## config.mk

```make
export PLATFORM = sky130hd
export DESIGN_NAME = primogen_wide
export DESIGN_NICKNAME = d
export VERILOG_FILES = /design/src/rtl/primogen_wide.sv
export SDC_FILE = /design/constraint.sdc
export NUM_CORES = 1
export LEC_CHECK = 0
export BUFFER_PORTS_ARGS = -buffer_cell sky130_fd_sc_hd__buf_2
export CAP_MARGIN = 10
export CELL_PAD_IN_SITES_DETAIL_PLACEMENT = 0
export CELL_PAD_IN_SITES_GLOBAL_PLACEMENT = 1
export CORE_MARGIN = 8
export CORE_UTILIZATION = 45
export CTS_CLUSTER_SIZE = 25
export DETAILED_ROUTE_END_ITERATION = 6
export GPL_ROUTABILITY_DRIVEN = 0
export PLACE_DENSITY = 0.73
export SLEW_MARGIN = 30
export SYNTH_ARGS = -nofsm -noshare
export SYNTH_HDL_FRONTEND = slang
export SYNTH_SLANG_ARGS = --single-unit
```

## constraint.sdc

```tcl
create_clock -name clk -period 4.24 [get_ports clk]
set_input_delay 1.06 -clock clk [delete_from_list [all_inputs] [get_ports clk]]
set_output_delay 1.06 -clock clk [all_outputs]
set_load 0.02 [all_outputs]
```

## src/rtl/primogen_wide.sv

```systemverilog
// rtl/primogen_wide.sv - parametrised sequential prime generator with go/load handshake
module primogen_wide #(
    parameter int WIDTH = 16
) (
    input  logic             clk,
    input  logic             rst,
    input  logic             go,
    input  logic             load,
    input  logic [WIDTH-1:0] seed,
    output logic             ready,
    output logic             error,
    output logic [WIDTH-1:0] res
);

    // Candidate and divisor carry one extra bit so that stepping past 2**WIDTH-1 is visible.
    localparam int CW   = WIDTH + 1;
    localparam int SW   = 2 * WIDTH + 2;
    localparam int CNTW = $clog2(WIDTH + 1);

    localparam logic [WIDTH-1:0] ONE_W = WIDTH'(1);
    localparam logic [WIDTH-1:0] TWO_W = WIDTH'(2);
    localparam logic [CW-1:0]    C_MAX = {1'b0, {WIDTH{1'b1}}};

    typedef enum logic [1:0] {
        S_IDLE  = 2'd0,
        S_SETUP = 2'd1,
        S_CHECK = 2'd2,
        S_DIV   = 2'd3
    } state_t;

    state_t state, state_nxt;

    logic             req_load;
    logic [WIDTH-1:0] seed_q;
    logic [CW-1:0]    c;
    logic [CW-1:0]    d;
    logic [SW-1:0]    sq;
    logic [WIDTH-1:0] rem;
    logic [WIDTH-1:0] cshift;
    logic [CNTW-1:0]  cnt;

    logic             chk_fail;
    logic             chk_found;
    logic             div_last;
    logic [CW-1:0]    rem_sh;
    logic [WIDTH-1:0] rem_nxt;
    logic [SW-1:0]    d_ext;
    logic [SW-1:0]    c_ext;

    // Datapath decisions: overflow, primality by square bound, one restoring division step
    always_comb begin
        c_ext     = {{(SW-CW){1'b0}}, c};
        d_ext     = {{(SW-CW){1'b0}}, d};
        chk_fail  = (c > C_MAX);
        chk_found = (c <= CW'(3)) || (sq > c_ext);
        div_last  = (cnt == CNTW'(WIDTH - 1));
        rem_sh    = {rem, cshift[WIDTH-1]};
        // remainder stays below d, and d never exceeds about 2**(WIDTH/2), so WIDTH bits suffice
        rem_nxt   = (rem_sh >= d) ? WIDTH'(rem_sh - d) : rem_sh[WIDTH-1:0];
    end

    // State register
    always_ff @(posedge clk) begin
        if (rst) state <= S_IDLE;
        else     state <= state_nxt;
    end

    // Next-state logic
    always_comb begin
        state_nxt = state;
        case (state)
            S_IDLE:  if (go || load) state_nxt = S_SETUP;
            S_SETUP: state_nxt = (req_load && (seed_q <= ONE_W)) ? S_IDLE : S_CHECK;
            S_CHECK: state_nxt = (chk_fail || chk_found) ? S_IDLE : S_DIV;
            S_DIV:   if (div_last) state_nxt = S_CHECK;
            default: state_nxt = S_IDLE;
        endcase
    end

    // Output decode: idle means res/error are valid
    always_comb begin
        ready = (state == S_IDLE);
    end

    // Datapath registers: request capture, candidate formation, division and result update
    always_ff @(posedge clk) begin
        if (rst) begin
            res      <= ONE_W;
            error    <= 1'b0;
            req_load <= 1'b0;
            seed_q   <= '0;
            c        <= '0;
            d        <= '0;
            sq       <= '0;
            rem      <= '0;
            cshift   <= '0;
            cnt      <= '0;
        end else begin
            case (state)
                S_IDLE: begin
                    if (go || load) begin
                        req_load <= load;
                        seed_q   <= seed;
                        error    <= 1'b0;
                    end
                end
                S_SETUP: begin
                    d  <= CW'(3);
                    sq <= SW'(9);
                    if (req_load) begin
                        if (seed_q <= ONE_W)      res <= ONE_W;
                        if (seed_q == TWO_W)      c <= CW'(2);
                        else if (seed_q[0])       c <= {1'b0, seed_q};
                        else                      c <= {1'b0, seed_q} + CW'(1);
                    end else begin
                        if (res == ONE_W)         c <= CW'(2);
                        else if (res == TWO_W)    c <= CW'(3);
                        else                      c <= {1'b0, res} + CW'(2);
                    end
                end
                S_CHECK: begin
                    if (chk_fail) begin
                        error <= 1'b1;
                    end else if (chk_found) begin
                        res   <= c[WIDTH-1:0];
                        error <= 1'b0;
                    end else begin
                        rem    <= '0;
                        cnt    <= '0;
                        cshift <= c[WIDTH-1:0];
                    end
                end
                S_DIV: begin
                    rem    <= rem_nxt;
                    cshift <= cshift << 1;
                    cnt    <= cnt + CNTW'(1);
                    if (div_last) begin
                        if (rem_nxt == '0) begin
                            c  <= c + CW'(2);
                            d  <= CW'(3);
                            sq <= SW'(9);
                        end else begin
                            // (d+2)^2 = d^2 + 4d + 4
                            d  <= d + CW'(2);
                            sq <= sq + (d_ext << 2) + SW'(4);
                        end
                    end
                end
                default: ;
            endcase
        end
    end

endmodule

```

Yosys cells after proc, flatten, opt, wreduce, memory -nomap -nowiden. Cells that the tools add are included.

Logic and storage cells: 95. Output and inout bits: 18. Input port bits: 20. Register bits: 141.

Reduce and logical (&&, ||, !) cells: 17. Muxes and demuxes: 38. Equal/unequal tests: 16. $add $sub $neg: 8. $lt $le $gt $ge: 5.

Operator list (number): $mux W17 (9); $mux W16 (9); $pmux W16 S2 (3); $mux W34 (2); $pmux W17 S2 (2); $pmux W34 S2 (1); $add A17 B2 Y17 const B (2); $add A34 B19 Y34 (1); $add A34 B3 Y34 const B (1); $gt A34 B17 Y1 (1); $eq A16 B2 Y1 const B (2); $add A16 B1 Y17 const B (1); $add A16 B2 Y17 const B (1); $ge A17 B17 Y1 (1); $gt A17 B16 Y1 const B (1); $le A17 B2 Y1 const B (1); $eq A16 B1 Y1 const B (1); $le A16 B1 Y1 const B (1); $logic_not A16 Y1 (1); $sub A16 B16 Y16 (1); $ne A2 B2 Y1 const B (7); $mux W5 (2); $pmux W5 S2 (1); $reduce_and A3 Y1 (3); 16 further kinds (29).

Logic depth before layout (Yosys ltp).
Depth after elaboration: 6. Gate-level depth with buffers: 16. Depth with buffers taken out: 15.

Least setup slack after synthesis. No wires, ideal clock.

Path kind: reg-to-reg. From: register cshift[15]. To: register c[10]. Setup slack: 1.294 ns. Path buffers: 0. Arrival: 2.810 ns. Cell stages (with the launch flop): 14. Data required time: 4.105 ns. Library setup time: 0.135 ns. Period minus slack after synthesis: 2.946 ns. Cells stage by stage: dfxtp_1 inv_1 ha_1 inv_1 fa_1 a21o_1 a21oi_1 o21a_1 a211oi_1 a311o_1 nor4b_4 a21oi_1 o2111ai_1 o41ai_2.

Word-level cells in the longest chain between the ends: 5. Elaborated cells on any way between the ends: 6. Those cells by class: add/sub (1); order compare (1); eq/ne (1); mux (1); reduce/logical (2).

RTL lines: start, declared (line 39) `logic [WIDTH-1:0] cshift;`; start signal, assigned (line 130) `cshift <= c[WIDTH-1:0];`; start signal, assigned (line 135) `cshift <= cshift << 1;`; $sub A16 B16 Y16 / $ge A17 B17 Y1 (equally long branches) (line 59) `rem_nxt = (rem_sh >= d) ? WIDTH'(rem_sh - d) : rem_sh[WIDTH-1:0];`; $mux W16 (*) (line 59); $logic_not A16 Y1 (*) (line 138) `if (rem_nxt == '0) begin`; $ne A2 B2 Y1 (no source line) (*); $reduce_and A3 Y1 (no source line) (*); end signal, assigned (line 113) `else if (seed_q[0]) c <= {1'b0, seed_q};`; end signal, assigned (line 114) `else c <= {1'b0, seed_q} + CW'(1);`; end signal, assigned (line 139) `c <= c + CW'(2);`; end, declared (line 35) `logic [CW-1:0] c;`.

Mark *: on every way between the ends. The rest lies on a longest branch, timed or not. A chain may end at the register's enable or synchronous reset.

Worst setup path in the final report.
From: register d[5]. To: register sq[20].

Word-level cells in the longest chain between the ends: 6. Elaborated cells on any way between the ends: 9. Those cells by class: add/sub (3); order compare (1); mux (4); reduce/logical (1).

RTL lines: start, declared (line 36) `logic [CW-1:0] d;`; start signal, assigned (line 144) `d <= d + CW'(2);`; branches (longest 3 deep; another with $add A34 B19 Y34); $mux W34 (*) (line 138); $mux W34 (*) (line 137) `if (div_last) begin`; $pmux W34 S2 (*) (line 99) `case (state)`; end signal, assigned (line 145) `sq <= sq + (d_ext << 2) + SW'(4);`; end, declared (line 37) `logic [SW-1:0] sq;`.

Every way passes the cells marked *. The select of a mux whose other input is x is not followed.

==> results.txt <==
----------------------------------------------------
[Synthesis]
  Async set-or-reset flop fraction in the synthesized netlist ... 0%
  Ranking of synthesized cells by area ... dfxtp_1, ha_1, nand2_1
  Share of the synthesized area in the top cell type ... 31.7%
  Biggest area consumer among synthesized cells ... dfxtp_1
  Post-synth top flop ... dfxtp_1
  Leading cell types by count after synthesis ... dfxtp_1, nand2_1, nor2_1
  Net count after synthesis ... 1,193
  Synth Area per Inst ... 8.06 sq um
  Syn. warnings ... 0
  Cell variety after synth ... 73
  Dominant cell by count in the synthesized netlist ... dfxtp_1
  Post-synthesis instance total ... 1,098
  Flops & latches, synth ... 140
  Seq/Total Area, Yosys ... 31.7%
  Mapped Area ... 8850 sq um
  Number of flops mapped to enable cells by yosys ... 0

[STA]
  Final Hold Viols ... 0
  Total negative slack for setup checks ... 0 ns
  Max-slew violation count ... 0
  # setup viols final ... 0
  Clock period minus final worst setup slack ... 3.59 ns
  Unrepaired setup endpoints after global routing ... no
  Clock Skews ... 0.0145 ns
  Worst slew margin relative to its limit ... 41.8%
  Slew of the pin with the lowest slew margin ... 0.851 ns
  Top achievable clock speed ... 278 MHz
  Final Cycle Share ... 84.8%

[Finish]
  Nets@finish ... 1,215
  Final cell count without fillers ... 1,398
  Share of cells above drive strength 1 ... 10.3%
  Synth-to-Final Area Change ... 11.6%
  Ant. Diodes ... 0

[Power]
  Worst supply voltage drop on vdd ... 0.222 mV
  Leak pwr ... 4.02 nW
  Areal power density over the cells ... 409 nW/um^2

[Clock tree]
  Clock-pin slew on the worst setup and hold paths ... 0.08 ns
  TritonCTS sink count ... 140
  Post-CTS setup repair buffer count ... 0
  Skew-Pair Late Insertion Delay ... 0.43 ns
  CTS root buffer ... clkbuf_16
  TritonCTS clock tree ... built
  # hold bufs at CTS ... 0
  Number of gates resized after CTS ... 0
  CTS Buf Count ... 17
  CTS HTree Levels ... 4
  Maximum clock path buffer count ... 2

[Setup path]
  Kind of end point of the critical path ... register
  Logic depth of the worst register-to-register path ... 12
  Reg-to-reg setup timing slack ... 0.65 ns
  Critical Path RT ... 4.56 ns
  CP endpoint ... sq[20]
  Destination of the worst register-to-register timing path ... sq[20]
  WP data arrival ... 3.91 ns
  Startpoint type of the worst setup path ... register
  Setup CP Type ... reg2reg
  CP Launch Point ... d[5]
  Critical Path Fanout Max ... 33
  Launching point of the worst reg2reg path ... d[5]

[Placed design]
  Placed insts ... 1,366
  Port Buf Inserts ... 37
  Detailed Place HPWL ... 18.7 mm

[GRT]
  Global-route congestion overflow total ... 0
  Vias in the first global route ... 7,551
  Total global routing track utilization ... 20.9%
  Pin count of the biggest net entering global routing ... 56
  Wire length of the first global-routing pass ... 40.9 mm
  Antenna violations before repair ... 0

[Floorplan]
  Floorplan die height ... 156 um
  Count of pins on the block boundary ... 38
  Area enclosed by the die boundary ... 24,400 sq um
  Count of standard-cell rows ... 51
  Effective utilization at floorplan ... 45.6%
  Width of the die ... 156 um
  Floorplan core area ... 19,400 sq um

[Min path]
  Worst hold path startpoint ... seed_q[1]
  Worst Hold Class ... reg2reg

[Outcome]
  Run status ... finished clean

[Detailed routing]
  Average routed wire per standard cell ... 18.0 um
  Number of search-and-repair iterations in the first detailed-routing pass ... 5
  DR vias ... 7,994
  Routed vias/inst ... 5.72
  Total length of routed wires ... 25.2 mm
  DRC violation count after routing ... 0
  DRC violation total after the first TritonRoute iteration ... 465
  Remaining antenna violation count ... 0

[Job]
  Max-cap violation count ... 0

----------------------------------------------------
state kept, by name (all words and copies together) (netlist names):
register	count
res	16
d	17
c	17
req_load	1
cshift	16
cnt	5
state	2
rem	16
seed_q	16
sq	33
error	1
cells by family after synthesis:
kind of cell / count (synthesis) / synth area share (%)
compound gates: 287 / 23.3
xor+xnor: 58 / 5.74
fa+ha+maj: 75 / 10.8
buf+inv: 114 / 5.13
flops: 140 / 31.7
mux: 15 / 1.71
simple gates: 409 / 21.7
through the flow:
step                      total power [mW]  utilization, %  area [sq um]  hold slack (ns)  setup slack (ns)
after floorplan                       2.30               -          8850            0.435              1.29
after global placement                2.59            47.9          9300            0.453             0.646
after detailed placement              2.59            48.0          9300            0.451             0.643
after CTS                             4.06            50.9          9880            0.461             0.639
after global routing                  4.24            50.9          9880            0.491             0.416
final                                 4.04            50.9          9880            0.458             0.646
routing by layer:
layer / global-route usage (%) / vias up / part of all wire (%)
met2: 33.7 / 181 / 46
met5: 0 / - / 0
met1: 27.1 / 3727 / 47
met3: 4.08 / 40 / 4.6
met4: 8.10 / 0 / 3.0
li1: - / 4046 / -
how the worst min path moves through the flow:
| stage | to | cells after the start |
|---|---|---|
| 2_1_floorplan | sq[0] | 2 |
| 3_3_place_gp | seed_q[1] | 2 |
| 3_5_place_dp | seed_q[1] | 2 |
| 4_1_cts | seed_q[1] | 2 |
| 5_1_grt | seed_q[1] | 2 |
| 6_report | seed_q[1] | 2 |
where the power goes:
part	internal, mW	switching, mW
combinational	0.424	0.665
sequential	1.39	0.0819
clock	0.786	0.693
total	2.60	1.44
cell type report:
cell class                 instances  area [sq um]
fill                            1978          9520
inverter                          58           218
clock inverter                    15           148
multi-input combinational        844          5610
sequential                       140          2800
timing repair buffer              59           350
tap                              265           332
clock buffer                      17           425
worst max-delay path, cell delays in order, from the launching register on:
cell and delay (ns):
dfxtp_1 0.40, inv_1 0.15, ha_1 0.55, nand4_1 0.22, or2_1 0.30, o21a_1 0.21
a21boi_0 0.26, o211ai_1 0.17, nor4_2 0.43, a21oi_2 0.11, nand2_1 0.09, buf_4 0.38
o21ba_2 0.21
cell usage in the layout, fill, tap and decap left out, types with 16 or more instances in the layout:
master	Yosys	layout
clkbuf_16	0	17
dfxtp_1	140	140
ha_1	73	73
nand2_1	120	120
nand4_1	19	19
a311oi_1	16	16
nor3_1	36	36
nand3_1	33	33
buf_4	0	22
a21oi_1	69	68
inv_1	56	56
nor2_1	119	116
nor4_1	23	23
o21ai_0	39	39
xnor2_1	45	45
a22o_1	28	28
buf_2	15	37
(Power assumes the default switching activity.)
